$ cat config.mk
export PLATFORM = sky130hd
export DESIGN_NAME = controller_flat
export DESIGN_NICKNAME = d
export VERILOG_FILES = /design/src/rtl/controller_if.sv /design/src/rtl/controller.sv /design/src/flat_wrapper.sv
export SDC_FILE = /design/constraint.sdc
export NUM_CORES = 1
export LEC_CHECK = 0
export CAP_MARGIN = 20
export CORE_UTILIZATION = 39
export CTS_BUF_LIST = sky130_fd_sc_hd__clkbuf_16
export CTS_CLUSTER_SIZE = 14
export DETAILED_ROUTE_END_ITERATION = 10
export PLACE_DENSITY_LB_ADDON = 0.05
export SYNTH_ARGS = -nofsm -noshare
export SYNTH_HDL_FRONTEND = slang
export SYNTH_SLANG_ARGS = --single-unit
$ cat constraint.sdc
create_clock -name clk -period 3.41 [get_ports clk]
set_input_delay 0.682 -clock clk [delete_from_list [all_inputs] [get_ports clk]]
set_output_delay 0.682 -clock clk [all_outputs]
set_load 0.01 [all_outputs]
$ cat src/rtl/controller_if.sv
// Controller <-> datapath bundle: instruction fields and flags in, control strobes out.
interface controller_if;
  logic [5:0] op;
  logic [5:0] funct;
  logic       zero;
  logic       pcen;
  logic       irwrite;
  logic       regwrite;
  logic       memwrite;
  logic       alusrca;
  logic       iord;
  logic       memtoreg;
  logic       regdst;
  logic [1:0] alusrcb;
  logic [1:0] pcsrc;
  logic [2:0] alucontrol;
  logic [3:0] state;
  logic       done;
  logic       illegal;

  // Controller side
  modport master (
    input  op, funct, zero,
    output pcen, irwrite, regwrite, memwrite, alusrca, iord, memtoreg, regdst,
    output alusrcb, pcsrc, alucontrol, state, done, illegal
  );

  // Datapath side
  modport slave (
    output op, funct, zero,
    input  pcen, irwrite, regwrite, memwrite, alusrca, iord, memtoreg, regdst,
    input  alusrcb, pcsrc, alucontrol, state, done, illegal
  );
endinterface

$ cat src/rtl/controller.sv
// Multicycle MIPS-subset main controller: Moore FSM plus ALU decoder.
module controller (
  input logic         clk,
  input logic         reset,
  controller_if.master bus
);

  typedef enum logic [3:0] {
    StFetch    = 4'd0,
    StDecode   = 4'd1,
    StMemAdr   = 4'd2,
    StMemRd    = 4'd3,
    StMemWb    = 4'd4,
    StMemWr    = 4'd5,
    StExecute  = 4'd6,
    StAluWb    = 4'd7,
    StBranch   = 4'd8,
    StAddiExec = 4'd9,
    StAddiWb   = 4'd10,
    StJump     = 4'd11
  } state_e;

  localparam logic [5:0] OpLw   = 6'b100011;
  localparam logic [5:0] OpSw   = 6'b101011;
  localparam logic [5:0] OpR    = 6'b000000;
  localparam logic [5:0] OpBeq  = 6'b000100;
  localparam logic [5:0] OpAddi = 6'b001000;
  localparam logic [5:0] OpJ    = 6'b000010;

  state_e state_q, state_d;

  logic       pcwrite;
  logic       branch;
  logic [1:0] aluop;
  logic       irwrite_raw;
  logic       regwrite_raw;
  logic       memwrite_raw;
  logic       done_raw;
  logic       illegal_raw;

  // State register; reset snaps back to FETCH regardless of clock
  always_ff @(posedge clk or negedge reset) begin
    if (!reset) begin
      state_q <= StFetch;
    end else begin
      state_q <= state_d;
    end
  end

  // Next-state logic
  always_comb begin
    state_d = StFetch;
    case (state_q)
      StFetch:  state_d = StDecode;
      StDecode: begin
        case (bus.op)
          OpLw, OpSw: state_d = StMemAdr;
          OpR:        state_d = StExecute;
          OpBeq:      state_d = StBranch;
          OpAddi:     state_d = StAddiExec;
          OpJ:        state_d = StJump;
          default:    state_d = StFetch;
        endcase
      end
      StMemAdr:   state_d = (bus.op == OpLw) ? StMemRd : StMemWr;
      StMemRd:    state_d = StMemWb;
      StExecute:  state_d = StAluWb;
      StAddiExec: state_d = StAddiWb;
      default:    state_d = StFetch;
    endcase
  end

  // Per-state control outputs (unlisted signals stay 0)
  always_comb begin
    pcwrite      = 1'b0;
    branch       = 1'b0;
    aluop        = 2'b00;
    irwrite_raw  = 1'b0;
    regwrite_raw = 1'b0;
    memwrite_raw = 1'b0;
    done_raw     = 1'b0;
    illegal_raw  = 1'b0;
    bus.alusrca  = 1'b0;
    bus.iord     = 1'b0;
    bus.memtoreg = 1'b0;
    bus.regdst   = 1'b0;
    bus.alusrcb  = 2'b00;
    bus.pcsrc    = 2'b00;
    case (state_q)
      StFetch: begin
        irwrite_raw = 1'b1;
        pcwrite     = 1'b1;
        bus.alusrcb = 2'b01;
      end
      StDecode: begin
        bus.alusrcb = 2'b11;
        // Only the opcodes with a defined execution path are legal
        case (bus.op)
          OpLw, OpSw, OpR, OpBeq, OpAddi, OpJ: illegal_raw = 1'b0;
          default:                             illegal_raw = 1'b1;
        endcase
      end
      StMemAdr, StAddiExec: begin
        bus.alusrca = 1'b1;
        bus.alusrcb = 2'b10;
      end
      StMemRd: bus.iord = 1'b1;
      StMemWb: begin
        bus.memtoreg = 1'b1;
        regwrite_raw = 1'b1;
        done_raw     = 1'b1;
      end
      StMemWr: begin
        bus.iord     = 1'b1;
        memwrite_raw = 1'b1;
        done_raw     = 1'b1;
      end
      StExecute: begin
        bus.alusrca = 1'b1;
        aluop       = 2'b10;
      end
      StAluWb: begin
        bus.regdst   = 1'b1;
        regwrite_raw = 1'b1;
        done_raw     = 1'b1;
      end
      StAddiWb: begin
        regwrite_raw = 1'b1;
        done_raw     = 1'b1;
      end
      StBranch: begin
        bus.alusrca = 1'b1;
        aluop       = 2'b01;
        bus.pcsrc   = 2'b01;
        branch      = 1'b1;
        done_raw    = 1'b1;
      end
      StJump: begin
        bus.pcsrc = 2'b10;
        pcwrite   = 1'b1;
        done_raw  = 1'b1;
      end
      default: ;
    endcase
  end

  // ALU decoder; funct only matters for R-type execution
  always_comb begin
    bus.alucontrol = 3'b010;
    case (aluop)
      2'b01: bus.alucontrol = 3'b110;
      2'b10: begin
        case (bus.funct)
          6'b100010: bus.alucontrol = 3'b110;
          6'b100100: bus.alucontrol = 3'b000;
          6'b100101: bus.alucontrol = 3'b001;
          6'b101010: bus.alucontrol = 3'b111;
          default:   bus.alucontrol = 3'b010;
        endcase
      end
      default: bus.alucontrol = 3'b010;
    endcase
  end

  // Side-effecting strobes are masked while reset is held, since FETCH would otherwise fire them
  always_comb begin
    bus.pcen     = reset & (pcwrite | (branch & bus.zero));
    bus.irwrite  = reset & irwrite_raw;
    bus.regwrite = reset & regwrite_raw;
    bus.memwrite = reset & memwrite_raw;
    bus.done     = reset & done_raw;
    bus.illegal  = reset & illegal_raw;
    bus.state    = state_q;
  end

endmodule

$ cat src/flat_wrapper.sv
// flat-port wrapper written by rule: the top's interface ports become plain ports
module controller_flat 
  (clk, reset, bus_op, bus_funct, bus_zero, bus_pcen, bus_irwrite, bus_regwrite, bus_memwrite, bus_alusrca, bus_iord, bus_memtoreg, bus_regdst, bus_alusrcb, bus_pcsrc, bus_alucontrol, bus_state, bus_done, bus_illegal);
  controller_if bus_i ();
  input logic clk;
  input logic reset;
  input wire logic [$bits(bus_i.op)-1:0] bus_op;
  input wire logic [$bits(bus_i.funct)-1:0] bus_funct;
  input wire logic [$bits(bus_i.zero)-1:0] bus_zero;
  output wire logic [$bits(bus_i.pcen)-1:0] bus_pcen;
  output wire logic [$bits(bus_i.irwrite)-1:0] bus_irwrite;
  output wire logic [$bits(bus_i.regwrite)-1:0] bus_regwrite;
  output wire logic [$bits(bus_i.memwrite)-1:0] bus_memwrite;
  output wire logic [$bits(bus_i.alusrca)-1:0] bus_alusrca;
  output wire logic [$bits(bus_i.iord)-1:0] bus_iord;
  output wire logic [$bits(bus_i.memtoreg)-1:0] bus_memtoreg;
  output wire logic [$bits(bus_i.regdst)-1:0] bus_regdst;
  output wire logic [$bits(bus_i.alusrcb)-1:0] bus_alusrcb;
  output wire logic [$bits(bus_i.pcsrc)-1:0] bus_pcsrc;
  output wire logic [$bits(bus_i.alucontrol)-1:0] bus_alucontrol;
  output wire logic [$bits(bus_i.state)-1:0] bus_state;
  output wire logic [$bits(bus_i.done)-1:0] bus_done;
  output wire logic [$bits(bus_i.illegal)-1:0] bus_illegal;
  assign bus_i.op = bus_op;
  assign bus_i.funct = bus_funct;
  assign bus_i.zero = bus_zero;
  assign bus_pcen = bus_i.pcen;
  assign bus_irwrite = bus_i.irwrite;
  assign bus_regwrite = bus_i.regwrite;
  assign bus_memwrite = bus_i.memwrite;
  assign bus_alusrca = bus_i.alusrca;
  assign bus_iord = bus_i.iord;
  assign bus_memtoreg = bus_i.memtoreg;
  assign bus_regdst = bus_i.regdst;
  assign bus_alusrcb = bus_i.alusrcb;
  assign bus_pcsrc = bus_i.pcsrc;
  assign bus_alucontrol = bus_i.alucontrol;
  assign bus_state = bus_i.state;
  assign bus_done = bus_i.done;
  assign bus_illegal = bus_i.illegal;
  controller u_core (.clk(clk), .reset(reset), .bus(bus_i));
endmodule
==> flow_metrics.env, run 1 <==
export IMPL_ir_drop_mv=0.495
export IMPL_dr_pass1_iters=4
export IMPL_synth_seq_cells=4
export IMPL_finalHoldViolCount=0
export IMPL_cp_slowest_cell="clkdlybuf4s50_1"
export IMPL_tritoncts="yes"
export IMPL_relSlewSlack_pct=65.3
export IMPL_die_area_um2=1710
export IMPL_yosys_area_share_adder_pct=4.13
export IMPL_grt_pass1_vias=672
export IMPL_die_width_um=41.4
export IMPL_routed_wl_um=1850
export IMPL_final_max_slew_viol_count=0
export IMPL_synth_area_um2=606
export IMPL_cellPowerDensity_nw_per_um2=529
export IMPL_layout_min_cycle_time_ns=3.05
export IMPL_core_area_um2=1370
export IMPL_p_leak_nw=0.418
export IMPL_clk_latency_ns=0.22
export IMPL_synth_compound_area_share_pct=21.1
export IMPL_synth_edff_count=0
export IMPL_nFillCells=113
export IMPL_io_pins=36
export IMPL_syn_num_nets=103
export IMPL_synth_warnings=0
export IMPL_cts_hold_fix_buffers=0
export IMPL_largest_reg_flops=4
export IMPL_syn_area_per_cell_um2=7.04
export IMPL_antenna_found_initial=0
export IMPL_grt_max_degree=16
export IMPL_fp_row_count=13
export IMPL_swShare_pct=35.0
export IMPL_max_freq_ghz=0.328
export IMPL_wl_per_cell_um=13.5
export IMPL_seq_area_frac_synth_pct=16.5
export IMPL_ys_types=33
export IMPL_ys_async_sr_fraction_pct=100
export IMPL_switchingPower_w=0.000193
export IMPL_grt_pass1_wl_um=2990
export IMPL_drcViolationCount=0
export IMPL_gr_total_overflow=0
export IMPL_postCtsSetupBuffers=0
export IMPL_cts_htree_levels=1
export IMPL_post_route_period_util_pct=89.5
export IMPL_power_internal_w=0.000357
export IMPL_clockBufferDepth=2
export IMPL_ys_flop_type="dfrtp_1"
export IMPL_path_cells="clkdlybuf4s50_1 -> and3_1 -> o21ai_0 -> and3_1 -> clkdlybuf4s50_1"
export IMPL_initial_core_util_pct=44.3
export IMPL_grt_use_total_pct=21.2
export IMPL_power_frac_seq_pct=17.1
export IMPL_synth_xor_area_share_pct=4.34
export IMPL_cts_resized=0
export IMPL_fin_nets=141
export IMPL_worst_setup_path_type="input port to output port"
export IMPL_synthMuxAreaShare_pct=0
export IMPL_clock_skew_ns=0.000560
export IMPL_drt_iter0_drc=18
export IMPL_ctsRootBufferMaster="clkbuf_16"
export IMPL_dp_hpwl_um=1300
export IMPL_synth_top_family_by_area="simple AND/OR/NAND/NOR gates"
export IMPL_start_kind="input port"
export IMPL_drive_gt1_share_pct=10.7
export IMPL_share_comb_of_total_power_pct=49.4
export IMPL_synthCells=86
export IMPL_diodes=0
export IMPL_path_max_fanout=5
export IMPL_power_w=0.000550
export IMPL_dp_cells=134
export IMPL_multiInputGateArea_um2=465
export IMPL_setup_viol=0
export IMPL_cap_violations=0
export IMPL_worstPathRequired_ns=2.73
export IMPL_port_buffers=35
export IMPL_cp_end_kind="output port"
export IMPL_cts_sinks=4
export IMPL_clkTransAtPathRegs_ns=0.03
export IMPL_gp_congestion=0.769
export IMPL_max_stage_delay_ns=0.53
export IMPL_grt_setup_unrepaired="false"
export IMPL_worstMarginPinSlew_ns=0.521
export IMPL_layoutNonFillerInstCount=137
export IMPL_register_area_um2=100
export IMPL_die_y_um=41.4
export IMPL_mostFrequentLayoutCell="clkdlybuf4s50_1"
export IMPL_synth_simple_gate_area_share_pct=47.3
export IMPL_cts_buffers=3
export IMPL_run_status="complete, no violations"
export IMPL_crit_arrival_ns=2.37
export IMPL_clkPwrFrac_pct=33.5
export IMPL_vias=749
export IMPL_worstHoldPathType="flip-flop to flip-flop"
export IMPL_area_growth_pct=71.7
export IMPL_layout_common_cells="35 x clkdlybuf4s50_1, 15 x nor2_1, 7 x nor3_1"
export IMPL_fin_setup_tns_ns=0
export IMPL_ant_nets=0
export IMPL_routed_via_density=5.47
==> layout make-up <==
cell class / count / share of cell area [%]
multi-input cells: 74 / 44.8
clock buffers: 3 / 7.22
well taps: 15 / 1.81
flip-flops and latches: 4 / 9.63
repair buffers: 37 / 35.1
inverters: 4 / 1.44
==> stage by stage <==
step | cell area, um^2 | setup WS (ns) | utilization (%) | hold slack, ns
final | 1040 | 0.357 | 76.1 | 0.658
after global routing | 1040 | 0.209 | 76.1 | 0.683
after CTS | 1040 | 0.361 | 76.1 | 0.657
after detailed placement | 965 | 0.463 | 70.6 | 0.640
after global placement | 965 | 0.460 | 70.6 | 0.640
after floorplan | 606 | 1.20 | - | 0.386
==> power by group through the flow <==
stage,sequential (W),combinational [W],clock [W]
3_3_place_gp,0.0000921,0.000267,0
4_1_cts,0.0000919,0.000273,0.000184
6_report,0.0000939,0.000272,0.000184
3_5_place_dp,0.0000921,0.000270,0
5_1_grt,0.0000971,0.000290,0.000188
2_1_floorplan,0.0000782,0.000155,0
==> synth_stat cells, drive strengths merged (3+ instances only) <==
master | count | area [um^2]
buf | 4 | 25.0
nand3 | 5 | 25.0
nor3 | 7 | 35.0
xor2 | 3 | 26.3
dfrtp | 4 | 100
a21oi | 3 | 15.0
inv | 4 | 15.0
and3 | 5 | 31.3
o21ai | 3 | 15.0
nand2b | 5 | 31.3
nand2 | 6 | 25.0
nor2 | 15 | 56.3
==> cells by family after synthesis <==
group,Yosys count
AOI/OAI and AO/OA,17
xor gates and xnor gates,3
adders and majority gates,2
buffers and inverters,8
DFF,4
and+or+nand+nor,52
==> layer usage <==
layer / vias to the layer above / GRT usage, % / share of wire, %
met1: 337 / 28.5 / 45
met3: 2 / 3.48 / 6.3
met2: 29 / 34.7 / 48
met4: 0 / 5.81 / 0.59
li1: 381 / - / -
met5: - / 0 / 0
==> critical path: cells and delay by family <==
family	cells	cell delay, ns
AO/OA/AOI/OAI	1	0.23
buffers and inverters	2	1.02
AND/OR/NAND/NOR	2	0.44
==> final timing paths <==
check,startpoint,endpoint,slack [ns],cells after the start
worst max-delay path,bus_op[1],bus_illegal,0.36,5
worst min-delay path,u_core.bus.state[2]$_DFF_PN0_,u_core.bus.state[0]$_DFF_PN0_,0.66,2
worst max register to register,u_core.bus.state[0]$_DFF_PN0_,u_core.bus.state[1]$_DFF_PN0_,2.12,5
worst min register to register,u_core.bus.state[2]$_DFF_PN0_,u_core.bus.state[0]$_DFF_PN0_,0.66,2
max in group asynchronous,reset,u_core.bus.state[2]$_DFF_PN0_,2.39,1
min in group asynchronous,reset,u_core.bus.state[0]$_DFF_PN0_,0.75,1
Note: power is estimated with default switching activity, not from simulation.
==> run 2, diff against run 1 <==
--- a/config.mk
+++ b/config.mk
@@ -5,11 +5,12 @@
 export SDC_FILE = /design/constraint.sdc
 export NUM_CORES = 1
 export LEC_CHECK = 0
-export CAP_MARGIN = 20
-export CORE_UTILIZATION = 39
+export CORE_AREA = 2 2 39 41
 export CTS_BUF_LIST = sky130_fd_sc_hd__clkbuf_16
 export CTS_CLUSTER_SIZE = 14
 export DETAILED_ROUTE_END_ITERATION = 10
+export DIE_AREA = 0 0 41 43
+export DONT_BUFFER_PORTS = 1
 export PLACE_DENSITY_LB_ADDON = 0.05
 export SYNTH_ARGS = -nofsm -noshare
 export SYNTH_HDL_FRONTEND = slang
==> run 2 against run 1 <==
Power down 20%. Critical endpoint is now bus_alucontrol[0]. Via count decreased by 18%. Clock power is essentially flat. First-iteration DRC count decreased by 83%. Largest cell class unchanged. Die area is 2.8% higher. Flip-flop and latch count stayed put. Highest routed layer is now met3. Register-to-register slack worse by 0.13 ns. Worst hold slack worse by 0.50 ns. Global-route usage shrank 2.4 points. Setup slack improved by 0.33 ns. Clock-buffer cell count did not move.
==> flow_metrics.env, run 2 (synthesized netlist as in run 1, its figures left out) <==
export IMPL_mostFrequentLayoutCell="nor2_1"
export IMPL_max_freq_ghz=0.367
export IMPL_worst_setup_path_type="flip-flop to output port"
export IMPL_ctsRootBufferMaster="clkbuf_16"
export IMPL_nFillCells=158
export IMPL_critPathBufInv=1
export IMPL_run_status="complete, no violations"
export IMPL_wl_per_cell_um=14.8
export IMPL_worstHoldPathType="input port to asynchronous set/reset pin"
export IMPL_cap_violations=0
export IMPL_setup_viol=0
export IMPL_cp_end_kind="output port"
export IMPL_clk_latency_ns=0.22
export IMPL_cellPowerDensity_nw_per_um2=641
export IMPL_gr_total_overflow=0
export IMPL_routed_wl_um=1510
export IMPL_postCtsSetupBuffers=0
export IMPL_p_leak_nw=0.282
export IMPL_core_area_um2=1380
export IMPL_clkTransAtPathRegs_ns=0.03
export IMPL_relSlewSlack_pct=62.5
export IMPL_clockBufferDepth=2
export IMPL_routed_via_density=6.02
export IMPL_grt_pass1_vias=516
export IMPL_crit_arrival_ns=2.04
export IMPL_drive_gt1_share_pct=14.0
export IMPL_start_kind="flip-flop"
export IMPL_diodes=0
export IMPL_cts_buffers=3
export IMPL_ant_nets=0
export IMPL_layout_common_cells="15 x nor2_1, 7 x nor3_1"
export IMPL_area_growth_pct=12.8
export IMPL_ir_drop_mv=0.481
export IMPL_clock_skew_ns=0.00298
export IMPL_vias=614
export IMPL_max_stage_delay_ns=0.68
export IMPL_cts_hold_fix_buffers=0
export IMPL_post_route_period_util_pct=79.9
export IMPL_worstPathRequired_ns=2.73
export IMPL_grt_max_degree=16
export IMPL_path_cells="nor3b_4 -> nand2_2 -> inv_2 -> ha_1 -> nand2b_1 -> a21oi_1"
export IMPL_layout_min_cycle_time_ns=2.73
export IMPL_finalHoldViolCount=0
export IMPL_cp_slowest_cell="dfrtp_1"
export IMPL_die_width_um=41
export IMPL_dp_hpwl_um=1160
export IMPL_final_max_slew_viol_count=0
export IMPL_dr_pass1_iters=3
export IMPL_power_w=0.000438
export IMPL_initial_core_util_pct=43.8
export IMPL_largest_reg_flops=4
export IMPL_io_pins=36
export IMPL_final_util_pct=49.4
export IMPL_drcViolationCount=0
export IMPL_grt_setup_unrepaired="false"
export IMPL_fin_nets=105
export IMPL_register_area_um2=100
export IMPL_grt_use_total_pct=18.8
export IMPL_path_max_fanout=15
export IMPL_port_buffers=0
export IMPL_gp_congestion=0.698
export IMPL_die_y_um=43
export IMPL_worstMarginPinSlew_ns=0.563
export IMPL_fin_setup_tns_ns=0
export IMPL_rrSetupSlack_ns=1.99
export IMPL_critical_path_top_delay_family="flip-flops"
export IMPL_grt_pass1_wl_um=2250
export IMPL_cts_htree_levels=1
export IMPL_place_ws_ns=0.929
export IMPL_die_area_um2=1760
export IMPL_antenna_found_initial=0
export IMPL_tritoncts="yes"
export IMPL_drt_iter0_drc=3
export IMPL_multiInputGateArea_um2=465
export IMPL_cts_resized=0
export IMPL_fp_row_count=14
export IMPL_cts_sinks=4
export IMPL_worst_slack_ns=0.684
## run 2: final timing paths
| kind | from | endpoint | depth (start not counted) |
|---|---|---|---|
| setup / recovery | u_core.bus.state[1]$_DFF_PN0_ | bus_alucontrol[0] | 6 |
| hold / removal | reset | u_core.bus.state[1]$_DFF_PN0_ | 0 |
| setup reg to reg | u_core.bus.state[1]$_DFF_PN0_ | u_core.bus.state[1]$_DFF_PN0_ | 5 |
| hold reg to reg | u_core.bus.state[2]$_DFF_PN0_ | u_core.bus.state[0]$_DFF_PN0_ | 2 |
| max in group asynchronous | reset | u_core.bus.state[3]$_DFF_PN0_ | 0 |
| min in group clk | u_core.bus.state[2]$_DFF_PN0_ | u_core.bus.state[0]$_DFF_PN0_ | 2 |
## run 2: stage by stage
step | instances | cell area [um^2] | hold WS, ns
final | 102 | 683 | 0.154
after global routing | 102 | 683 | 0.149
after CTS | 102 | 683 | 0.152
after detailed placement | 99 | 608 | 0.387
after global placement | 99 | 608 | 0.387
after floorplan | 86 | 606 | 0.386
## run 2: per-layer routing
metal / up-vias / share of wire, % / global-route usage [%]
met3: 0 / 8.3 / 7.33
met5: - / 0 / 0
met2: 27 / 46 / 27.2
met1: 272 / 45 / 24.8
met4: 0 / 0 / 6.00
li1: 315 / - / -
## run 2: area by class of cell
type	instances	share of cell area [%]
Tap cell	16	2.93
Timing Repair Buffer	1	1.10
Multi-Input combinational cell	74	68.1
Clock buffer	3	11.0
Inverter	4	2.20
Sequential cell	4	14.7
## run 2: worst register-to-register path, delay by kind of cell (launching register included)
| family | cells | cell delay, ns |
|---|---|---|
| buffers and inverters | 1 | 0.06 |
| and+or+nand+nor | 3 | 0.57 |
| AOI/OAI and AO/OA | 1 | 0.04 |
| DFF | 1 | 0.68 |
## run 2: power by group
part	internal [W]	switching (W)	total, W
sequential	0.0000580	0.0000456	0.000104
clock	0.000150	0.0000312	0.000181
combinational	0.0000607	0.0000925	0.000153
